==> src/rtl/axil_pkg.sv <==
// Shared AXI-Lite interconnect configuration.
// NUMBER_MASTER is common to both arbiters; each direction picks its own scheme.
package axil_pkg;
    localparam int NUMBER_MASTER = 4;
    localparam bit ARBITER_RD    = 1'b1;  // 1 = round robin, 0 = fixed priority
    localparam bit ARBITER_WR    = 1'b1;  // 1 = round robin, 0 = fixed priority
endpackage

==> src/rtl/axil_arbiter_wr_if.sv <==
// Write-arbiter bus bundle: master requests and handshakes in, grant out.
// 'slave' is the arbiter's view; 'master' is the side that drives requests and handshakes.
interface axil_arbiter_wr_if #(
    parameter int NUMBER_MASTER = axil_pkg::NUMBER_MASTER
);
    localparam int IDX_W = $clog2(NUMBER_MASTER);

    logic [NUMBER_MASTER-1:0] request_wr;
    logic [NUMBER_MASTER-1:0] grant_wr;
    logic [IDX_W-1:0]         grant_idx_wr;
    logic [NUMBER_MASTER-1:0] m_axil_awvalid;
    logic [NUMBER_MASTER-1:0] m_axil_wvalid;
    logic [NUMBER_MASTER-1:0] m_axil_bready;
    logic                     s_axil_awready;
    logic                     s_axil_wready;
    logic                     s_axil_bvalid;

    modport master (
        output request_wr, m_axil_awvalid, m_axil_wvalid, m_axil_bready,
        output s_axil_awready, s_axil_wready, s_axil_bvalid,
        input  grant_wr, grant_idx_wr
    );

    modport slave (
        input  request_wr, m_axil_awvalid, m_axil_wvalid, m_axil_bready,
        input  s_axil_awready, s_axil_wready, s_axil_bvalid,
        output grant_wr, grant_idx_wr
    );
endinterface

==> src/rtl/axil_rr_pick.sv <==
// Combinational winner selection: request vector + last-granted pointer -> one-hot and index.
// Shared by the read and write arbiters.
module axil_rr_pick #(
    parameter int NUMBER_MASTER = axil_pkg::NUMBER_MASTER,
    parameter bit ROUND_ROBIN   = 1'b1,
    localparam int IDX_W        = $clog2(NUMBER_MASTER)
) (
    input  logic [NUMBER_MASTER-1:0] i_request,
    input  logic [IDX_W-1:0]         i_ptr,
    output logic [NUMBER_MASTER-1:0] o_grant,
    output logic [IDX_W-1:0]         o_idx
);
    logic [NUMBER_MASTER-1:0] w_mask;
    logic [NUMBER_MASTER-1:0] w_masked;
    logic [NUMBER_MASTER-1:0] w_sel;
    logic [NUMBER_MASTER-1:0] w_one;

    // Shift amount is widened so ptr = N-1 yields an empty mask instead of wrapping.
    assign w_mask   = {NUMBER_MASTER{1'b1}} << (32'(i_ptr) + 32'd1);
    assign w_masked = i_request & w_mask;
    assign w_one    = {{(NUMBER_MASTER-1){1'b0}}, 1'b1};
    assign w_sel    = (ROUND_ROBIN && (w_masked != '0)) ? w_masked : i_request;
    assign o_grant  = w_sel & (~w_sel + w_one);

    always_comb begin
        o_idx = '0;
        for (int i = 0; i < NUMBER_MASTER; i++)
            if (o_grant[i]) o_idx = IDX_W'(i);
    end
endmodule

==> src/rtl/axil_arbiter_wr.sv <==
// AXI-Lite write-channel arbiter: grants one master and holds it through AW, W and B.
// The grant drops on the granted master's B handshake, leaving one idle cycle before the next grant.
module axil_arbiter_wr
    import axil_pkg::*;
#(
    parameter int NUMBER_MASTER = axil_pkg::NUMBER_MASTER,
    parameter bit ARBITER_WR    = axil_pkg::ARBITER_WR,
    localparam int IDX_W        = $clog2(NUMBER_MASTER)
) (
    input  logic             aclk,
    input  logic             aresetn,
    axil_arbiter_wr_if.slave bus
);
    typedef enum logic [1:0] {IDLE, ADDR_DATA, RESP} state_t;

    state_t                   r_state, w_state;
    logic [NUMBER_MASTER-1:0] r_grant, w_grant;
    logic [IDX_W-1:0]         r_idx, w_idx;
    logic [IDX_W-1:0]         r_ptr, w_ptr;
    logic                     r_aw_done, w_aw_done;
    logic                     r_w_done, w_w_done;

    logic [NUMBER_MASTER-1:0] w_pick_grant;
    logic [IDX_W-1:0]         w_pick_idx;
    logic                     w_aw_now, w_w_now, w_b_hs;

    axil_rr_pick #(
        .NUMBER_MASTER (NUMBER_MASTER),
        .ROUND_ROBIN   (ARBITER_WR)
    ) u_pick (
        .i_request (bus.request_wr),
        .i_ptr     (r_ptr),
        .o_grant   (w_pick_grant),
        .o_idx     (w_pick_idx)
    );

    // Only the granted master's handshakes count.
    assign w_aw_now = r_aw_done | (bus.m_axil_awvalid[r_idx] & bus.s_axil_awready);
    assign w_w_now  = r_w_done  | (bus.m_axil_wvalid[r_idx]  & bus.s_axil_wready);
    assign w_b_hs   = bus.s_axil_bvalid & bus.m_axil_bready[r_idx];

    always_ff @(posedge aclk or negedge aresetn) begin
        if (!aresetn) begin
            r_state   <= IDLE;
            r_grant   <= '0;
            r_idx     <= '0;
            r_ptr     <= IDX_W'(NUMBER_MASTER - 1);
            r_aw_done <= 1'b0;
            r_w_done  <= 1'b0;
        end else begin
            r_state   <= w_state;
            r_grant   <= w_grant;
            r_idx     <= w_idx;
            r_ptr     <= w_ptr;
            r_aw_done <= w_aw_done;
            r_w_done  <= w_w_done;
        end
    end

    always_comb begin
        w_state   = r_state;
        w_grant   = r_grant;
        w_idx     = r_idx;
        w_ptr     = r_ptr;
        w_aw_done = r_aw_done;
        w_w_done  = r_w_done;
        case (r_state)
            IDLE: begin
                if (|bus.request_wr) begin
                    w_grant = w_pick_grant;
                    w_idx   = w_pick_idx;
                    w_ptr   = w_pick_idx;
                    w_state = ADDR_DATA;
                end
            end
            ADDR_DATA: begin
                if (w_aw_now && w_w_now) begin
                    w_aw_done = 1'b0;
                    w_w_done  = 1'b0;
                    w_state   = RESP;
                end else begin
                    w_aw_done = w_aw_now;
                    w_w_done  = w_w_now;
                end
            end
            RESP: begin
                if (w_b_hs) begin
                    w_grant = '0;
                    w_idx   = '0;
                    w_state = IDLE;
                end
            end
            default: begin
                w_grant   = '0;
                w_idx     = '0;
                w_aw_done = 1'b0;
                w_w_done  = 1'b0;
                w_state   = IDLE;
            end
        endcase
    end

    assign bus.grant_wr     = r_grant;
    assign bus.grant_idx_wr = r_idx;
endmodule

==> src/flat_wrapper.sv <==
// flat-port wrapper written by rule: the top's interface ports become plain ports
module axil_arbiter_wr_flat import axil_pkg::*;
#(
    parameter int NUMBER_MASTER = axil_pkg::NUMBER_MASTER,
    parameter bit ARBITER_WR    = axil_pkg::ARBITER_WR,
    localparam int IDX_W        = $clog2(NUMBER_MASTER)
)
  (aclk, aresetn, bus_request_wr, bus_m_axil_awvalid, bus_m_axil_wvalid, bus_m_axil_bready, bus_s_axil_awready, bus_s_axil_wready, bus_s_axil_bvalid, bus_grant_wr, bus_grant_idx_wr);
  axil_arbiter_wr_if #(.NUMBER_MASTER(NUMBER_MASTER)) bus_i ();
  input  logic aclk;
  input  logic aresetn;
  input wire logic [$bits(bus_i.request_wr)-1:0] bus_request_wr;
  input wire logic [$bits(bus_i.m_axil_awvalid)-1:0] bus_m_axil_awvalid;
  input wire logic [$bits(bus_i.m_axil_wvalid)-1:0] bus_m_axil_wvalid;
  input wire logic [$bits(bus_i.m_axil_bready)-1:0] bus_m_axil_bready;
  input wire logic [$bits(bus_i.s_axil_awready)-1:0] bus_s_axil_awready;
  input wire logic [$bits(bus_i.s_axil_wready)-1:0] bus_s_axil_wready;
  input wire logic [$bits(bus_i.s_axil_bvalid)-1:0] bus_s_axil_bvalid;
  output wire logic [$bits(bus_i.grant_wr)-1:0] bus_grant_wr;
  output wire logic [$bits(bus_i.grant_idx_wr)-1:0] bus_grant_idx_wr;
  assign bus_i.request_wr = bus_request_wr;
  assign bus_i.m_axil_awvalid = bus_m_axil_awvalid;
  assign bus_i.m_axil_wvalid = bus_m_axil_wvalid;
  assign bus_i.m_axil_bready = bus_m_axil_bready;
  assign bus_i.s_axil_awready = bus_s_axil_awready;
  assign bus_i.s_axil_wready = bus_s_axil_wready;
  assign bus_i.s_axil_bvalid = bus_s_axil_bvalid;
  assign bus_grant_wr = bus_i.grant_wr;
  assign bus_grant_idx_wr = bus_i.grant_idx_wr;
  axil_arbiter_wr #(.NUMBER_MASTER(NUMBER_MASTER), .ARBITER_WR(ARBITER_WR)) u_core (.aclk(aclk), .aresetn(aresetn), .bus(bus_i));
endmodule
==> config.mk <==
export PLATFORM = sky130hd
export DESIGN_NAME = axil_arbiter_wr_flat
export DESIGN_NICKNAME = d
export VERILOG_FILES = /design/src/rtl/axil_pkg.sv /design/src/rtl/axil_arbiter_wr_if.sv /design/src/rtl/axil_rr_pick.sv /design/src/rtl/axil_arbiter_wr.sv /design/src/flat_wrapper.sv
export SDC_FILE = /design/constraint.sdc
export NUM_CORES = 1
export LEC_CHECK = 0
export ABC_AREA = 1
export BUFFER_PORTS_ARGS = -buffer_cell sky130_fd_sc_hd__buf_4
export CORE_MARGIN = 8
export CORE_UTILIZATION = 51
export DETAILED_ROUTE_END_ITERATION = 8
export PLACE_DENSITY = 0.82
export SYNTH_ARGS = -nofsm -noshare
export SYNTH_HDL_FRONTEND = slang
export SYNTH_SLANG_ARGS = --single-unit
==> constraint.sdc <==
create_clock -name aclk -period 3 [get_ports aclk]
set_clock_uncertainty 0.15 [all_clocks]
set_input_delay 0.45 -clock aclk [delete_from_list [all_inputs] [get_ports aclk]]
set_output_delay 0.45 -clock aclk [all_outputs]
set_load 0.005 [all_outputs]
==> impl_results.rst, run 1 <==
.. list-table::
   :header-rows: 1

   * - Metric
     - Value
   * - Share of power burned in the clock network
     - approximately 15%
   * - Number of nets still failing antenna checks after routing
     - 0
   * - Critical path capture point type
     - output port
   * - DRT Wirelength
     - 1.80 mm
   * - Data arrival time of the critical path
     - 0.97 ns
   * - Critical path required time
     - 2.40 ns
   * - Clock slew seen by the registers of the worst setup and hold paths
     - around 0.080 ns
   * - Post-Syn Instances
     - 107
   * - Ratio of cells with drive above 1 in the final layout
     - around 30%
   * - Die Y
     - approximately 55 um
   * - Clk root buf
     - clkbuf_4
   * - Power per unit of standard cell area
     - roughly 850 nW/um2
   * - Overall power of the completed layout
     - roughly 0.86 mW
   * - Post-DR wirelength/cell
     - ~12 um
   * - Final Cycle Share
     - about 52%
   * - Max-slew violation count
     - 0
   * - Final layout net count
     - around 160
   * - Cell family with most CP delay
     - flip-flops
   * - Sequential share of the synthesized area
     - slightly below 40%
   * - Crit-path max FO
     - 9
   * - Area of the multi-input gates
     - between 300 and 400 um2
   * - Clock Tree Buf Depth
     - 2
   * - I/O pin count
     - 27
   * - Total number of vias
     - slightly below 800
   * - DRT Pass-1 Iters
     - 4
   * - Number of H-tree levels
     - 1
   * - Area of the core
     - ~1500 um2
   * - Sequential power share
     - 35.9%
   * - DR iter-0 viols
     - 25
   * - Buffers plus inverters on the worst setup path
     - 1
   * - Max Cap Violations
     - 0
   * - Final Hold Viols
     - 0
   * - Number of antenna violations at the first check in global routing
     - 0
   * - Worst path cell trace
     - buf_4
   * - Tightest Pin Transition
     - 0.311 ns
   * - # rows
     - 14
   * - Worst slew slack as a fraction of its limit
     - between 70% and 80%
   * - Aggregate global-route resource usage
     - 13.2%
   * - Number of storage elements in the synthesis netlist
     - 12
   * - Commonest non-fill, non-tap cell in the layout
     - nand2_1
   * - Result of the run
     - complete, no violations
   * - Vias in the first global route
     - approximately 750
   * - Area of the die
     - ~3000 um2
   * - Largest stage delay on the critical path
     - roughly 0.53 ns
   * - Hold crit path type
     - input port to flop
   * - Wire length of the first global-routing pass
     - between 2 and 3 mm
   * - TritonCTS clock tree
     - built
   * - Total Negative Setup Slacks
     - 0 ns
   * - Pin count of the biggest net entering global routing
     - 13
   * - ANT cells
     - 0
   * - Number of clock sinks
     - 12
   * - Drt via density
     - 5.15
   * - Min Clock Period, post-route
     - roughly 1.6 ns
   * - Fill count
     - between 100 and 150
   * - Area growth, synth to finish
     - 32.8%
   * - Cell variety after synth
     - 18
   * - Cell with the largest stage delay on the worst path
     - dfrtp_1
   * - Leakage component of the power
     - between 0.5 and 0.6 nW
   * - DRC Markers
     - 0
   * - Initial Utilization
     - a little over half
   * - Netlist Area Pre-Place
     - 763 um2
   * - Source-to-sink clock delay at the later pin of the worst-skew pair
     - approximately 0.27 ns
   * - Total congestion overflow
     - 0
   * - Combinational share of power
     - 49.1%
   * - Setup crit start kind
     - flop
   * - Warnings, synthesis
     - 0
   * - Switching power total
     - approximately 0.37 mW
   * - Seq. cell area
     - 303 um2
   * - Mapped Nets
     - ~130
   * - Share of total power consumed by net switching
     - about 43%
   * - Fmax
     - 635 MHz
   * - DPL Wire Length
     - about 1.6 mm
   * - TritonCTS buffer count
     - 3
   * - Weighted congestion at the end of routability-driven global placement
     - 0.817
   * - Commonest non-fill, non-tap cells in the layout
     - 37 x nand2_1, 26 x buf_4, 20 x inv_1
   * - Number of I/O port buffers
     - 26
   * - Type of the worst setup path
     - flop to output port
   * - Die Span X
     - ~55 um
   * - RSZ-0062 raised after global routing
     - false
   * - Average footprint of a synthesized cell
     - around 7 um2
   * - Final setup violation count
     - 0
   * - Internal power
     - 0.495 mW
   * - Peak supply drop
     - ~0.00054 V
## what timing repair did
action | in CTS | in global routing
resized for setup | 0 | 0
setup buffers | 0 | 0
hold buffers | 1 | 0
hold endpoints to repair | 10 | 0
## stage by stage
step	cells	hold WS (ns)	area [um2]	setup slack (ns)	util, %
floorplan	107	0.00441	763	1.68	-
global placement	148	0.144	967	1.57	66.5
detailed placement	148	0.148	967	1.54	66.5
CTS	153	0.315	1010	1.41	69.7
global route	153	0.326	1010	1.38	69.7
finish	153	0.313	1010	1.43	69.7
## state kept, by name, indices dropped and copies added, names as in the netlist
signal,flops
u_core.r_ptr,2
u_core.r_aw_done,1
u_core.bus.grant_wr,4
u_core.r_state,2
u_core.r_w_done,1
u_core.bus.grant_idx_wr,2
## synth_stat cells (all sizes together)
cell type	count	share of area, %
nand4	5	4.1
nand3	15	11
a31oi	1	2.8
buf	1	1.5
o21ai	8	5.2
a21oi	1	1.1
inv	21	11
nor2	4	3.3
dfstp	2	6.9
nand2	39	20
dfrtp	10	33
## final timing paths
path / from / endpoint / slack, ns / cells after the start
max in group asynchronous: aresetn / u_core.r_ptr[1] / 2.09 / 2
worst max-delay path: u_core.bus.grant_idx_wr[0] / bus_grant_idx_wr[0] / 1.43 / 1
worst min-delay path: bus_s_axil_bvalid / u_core.r_state[1] / 0.31 / 4
worst max register to register: u_core.r_ptr[0] / u_core.bus.grant_wr[3] / 1.56 / 5
min in group asynchronous: aresetn / u_core.bus.grant_wr[1] / 0.39 / 2
worst min register to register: u_core.bus.grant_wr[1] / u_core.bus.grant_wr[1] / 0.33 / 2
## layout make-up
type                    count  share of cell area [%]
clock buffers               4                    3.58
inverters                  21                    8.02
multi-input cells          73                    36.3
flip-flops and latches     12                    29.9
well taps                  16                    1.98
repair buffers             27                    20.2
## power groups by stage
| stage | sequential (mW) | combinational [mW] | clock, mW |
|---|---|---|---|
| after global placement | 0.310 | 0.413 | 0 |
| after global routing | 0.318 | 0.490 | 0.141 |
| after CTS | 0.311 | 0.430 | 0.129 |
| final | 0.310 | 0.424 | 0.129 |
| after floorplan | 0.294 | 0.309 | 0 |
| after detailed placement | 0.315 | 0.427 | 0 |
## logic make-up (layout without fill, tap and decap cells)
logic type             after synthesis  in the layout  share of synthesized area (%)
DFF                                 12             12                           39.7
AOI/OAI and AO/OA                   10             10                           9.18
buffers and inverters               22             52                           12.1
and+or+nand+nor                     63             63                           39.0
## layer usage
layer / global-route usage, % / part of all wire [%]
met4: 4.92 / 1.8
met2: 23.8 / 48
met5: 0 / 0
met1: 14.5 / 41
met3: 2.99 / 9.9
Note: power is estimated with default switching activity, not from simulation.
==> run 2: changes to the inputs <==
--- a/config.mk
+++ b/config.mk
@@ -8,9 +8,9 @@
 export ABC_AREA = 1
 export BUFFER_PORTS_ARGS = -buffer_cell sky130_fd_sc_hd__buf_4
 export CORE_MARGIN = 8
-export CORE_UTILIZATION = 51
+export CORE_UTILIZATION = 43
 export DETAILED_ROUTE_END_ITERATION = 8
-export PLACE_DENSITY = 0.82
+export PLACE_DENSITY = 0.73
 export SYNTH_ARGS = -nofsm -noshare
 export SYNTH_HDL_FRONTEND = slang
 export SYNTH_SLANG_ARGS = --single-unit
==> constraint.sdc (replaced) <==
create_clock -name aclk -period 1.4 [get_ports aclk]
set_clock_uncertainty 0.15 [all_clocks]
set_input_delay 0.21 -clock aclk [delete_from_list [all_inputs] [get_ports aclk]]
set_output_delay 0.21 -clock aclk [all_outputs]
set_load 0.005 [all_outputs]
==> run 2 against run 1 <==
  * The run now ends with negative setup slack left
  * Via count is 1.6% higher
  * Clock power grew 110%
  * Die area grew 13%
  * Wire length grew 13%
  * Design area increased by 9.4%
  * Critical path type is now flop to flop
  * Highest routed layer unchanged
==> impl_results.rst, run 2 (synthesized netlist as in run 1, its figures left out) <==
.. list-table::
   :header-rows: 1

   * - Metric
     - Value
   * - Vias in the first global route
     - 811 (+8.0%)
   * - Number of nets still failing antenna checks after routing
     - 0 (unchanged)
   * - Peak supply drop
     - 0.00114 V (+110%)
   * - Post-Place Worst Slack
     - -0.0432 ns (-1.59 ns)
   * - Final setup slack of the worst path
     - -0.0788 ns (-1.50 ns)
   * - Final layout net count
     - 165 (+3.8%)
   * - Clk root buf
     - clkbuf_4
   * - Weighted congestion at the end of routability-driven global placement
     - 0.783 (-4.2%)
   * - Max Cap Violations
     - 0 (unchanged)
   * - Cell with the largest stage delay on the worst path
     - dfstp_2
   * - Max-slew violation count
     - 0 (unchanged)
   * - Total number of vias
     - 801 (+1.6%)
   * - Commonest non-fill, non-tap cell in the layout
     - nand2_1
   * - I/O pin count
     - 27 (unchanged)
   * - Number of H-tree levels
     - 1 (unchanged)
   * - Area of the core
     - 1690 um2 (+16%)
   * - Final Hold Viols
     - 0 (unchanged)
   * - Number of I/O port buffers
     - 26 (unchanged)
   * - Max FFs per register
     - 4 (unchanged)
   * - Aggregate global-route resource usage
     - 11.7% (-1.5 points)
   * - Critical path capture point type
     - flop
   * - Area growth, synth to finish
     - 45.2%
   * - Die Span X
     - 58.1 um (+6.3%)
   * - Wire length of the first global-routing pass
     - 3.25 mm (+8.8%)
   * - Library cell appearing most often on the critical path
     - nand2_1
   * - Drt via density
     - 5.01 (-2.8%)
   * - TritonCTS buffer count
     - 3 (unchanged)
   * - Pin count of the biggest net entering global routing
     - 13 (unchanged)
   * - Setup crit start kind
     - flop
   * - Area of the die
     - 3380 um2 (+13%)
   * - Source-to-sink clock delay at the later pin of the worst-skew pair
     - 0.27 ns (about the same)
   * - DPL Wire Length
     - 1.56 mm (-0.32%)
   * - Clock Tree Buf Depth
     - 2 (unchanged)
   * - ANT cells
     - 0 (unchanged)
   * - DRC Markers
     - 0 (unchanged)
   * - Critical path required time
     - 1.46 ns (-0.94 ns)
   * - Ratio of cells with drive above 1 in the final layout
     - 42.7% (+13 points)
   * - Total Negative Setup Slacks
     - -0.281 ns (-0.281 ns)
   * - Final Cycle Share
     - 106%
   * - Largest stage delay on the critical path
     - 0.56 ns (+0.03 ns)
   * - Final setup violation count
     - 7 (+7)
   * - Commonest non-fill, non-tap cells in the layout
     - 33 x nand2_1, 31 x buf_4, 19 x inv_1
   * - Min Clock Period, post-route
     - roughly 1.5 ns
   * - # rows
     - 15 (+1)
   * - Overall power of the completed layout
     - 2.07 mW (+140%)
   * - Violations in the final reports
     - negative setup slack
   * - Leakage component of the power
     - 0.604 nW (+6.9%)
   * - DRT Wirelength
     - 2.04 mm (+13%)
   * - Number of antenna violations at the first check in global routing
     - 0 (unchanged)
   * - RSZ-0062 raised after global routing
     - true
   * - Power per unit of standard cell area
     - 1870 nW/um2 (+120%)
   * - Worst path cell trace
     - nand2_1 > nand2_1 > nand2_1 > o21ai_2 > buf_4 > nand3_2 > nand3_1
   * - DR iter-0 viols
     - 21 (-16%)
   * - Tightest Pin Transition
     - 0.254 ns (-0.0571 ns)
   * - Number of clock sinks
     - 12 (unchanged)
   * - Hold crit path type
     - input port to flop
   * - Fill count
     - 140 (+7.7%)
   * - Post-DR wirelength/cell
     - 12.8 um (+8.4%)
   * - Result of the run
     - finished with violations
   * - Crit-path max FO
     - 3 (-6)
   * - Type of the worst setup path
     - flop to flop
   * - Clock slew seen by the registers of the worst setup and hold paths
     - 0.08 ns (about the same)
   * - TritonCTS clock tree
     - built
   * - Data arrival time of the critical path
     - 1.54 ns (+0.57 ns)
   * - Die Y
     - 58.1 um (+6.3%)
   * - DRT Pass-1 Iters
     - 4 (unchanged)
   * - Total congestion overflow
     - 0 (unchanged)
   * - Worst slew slack as a fraction of its limit
     - 83.0% (+3.8 points)
   * - Fmax
     - 676 MHz
   * - Initial Utilization
     - 45.2% (-7.3 points)
[run 2: changes by cell type in the layout (fill, tap and decap cells not counted), sizes merged]
cell  before  now
buf       26   32
[run 2: final cells by class]
type	instances	area (um2)	area share, %
clock buffers	4	36.3	3.27
inverters	21	81.3	7.34
multi-input cells	73	410	37.0
flip-flops and latches	12	305	27.5
well taps	17	21.3	1.92
repair buffers	33	254	22.9
[run 2: worst max-delay path, delay by kind of cell, from the launching register on]
family | cells | cell delay (ns)
AO/OA/AOI/OAI | 1 | 0.16
buffers and inverters | 1 | 0.14
AND/OR/NAND/NOR | 5 | 0.40
flip-flops | 1 | 0.56
[run 2: metal layers]
layer / wire, um / track usage (%)
met5: 0 / 0
met4: 24 / 4.20
met3: 177 / 3.75
met2: 996 / 21.3
met1: 843 / 12.1
[run 2: what timing repair did]
action | CTS | global route
cloned | 0 | 0
resized for setup | 3 | 18
setup buffers | 0 | 4
endpoints found under the hold margin | 12 | 0
hold buffers | 1 | 0
endpoints found under the setup margin | 8 | 12
pin swaps | 2 | 7
[run 2: where the power goes]
part | internal, mW | switching (mW) | leakage (nW)
sequential | 0.527 | 0.136 | 0.148
clock | 0.158 | 0.116 | 0.0210
combinational | 0.506 | 0.630 | 0.436
total | 1.19 | 0.883 | 0.604
[run 2: worst paths after layout]
kind	cells after the start	end	startpoint	slack [ns]
max	7	u_core.r_ptr[0]	u_core.r_ptr[1]	-0.08
min reg2reg	2	u_core.bus.grant_wr[3]	u_core.bus.grant_wr[3]	0.33
min in group asynchronous	2	u_core.bus.grant_wr[3]	aresetn	0.18
max reg2reg	7	u_core.r_ptr[0]	u_core.r_ptr[1]	-0.08
min	4	u_core.r_state[1]	bus_s_axil_bvalid	0.07
max in group asynchronous	2	u_core.r_ptr[1]	aresetn	0.69
[run 2: through the flow]
stage | area (um2) | utilization, % | cells | hold slack, ns
after floorplan | 763 | - | 107 | -0.236
after global placement | 983 | 58.2 | 151 | -0.0965
after detailed placement | 983 | 58.2 | 151 | -0.0913
after CTS | 1030 | 61.3 | 156 | 0.0664
after global routing | 1110 | 65.6 | 160 | 0.0964
final | 1110 | 65.6 | 160 | 0.0702
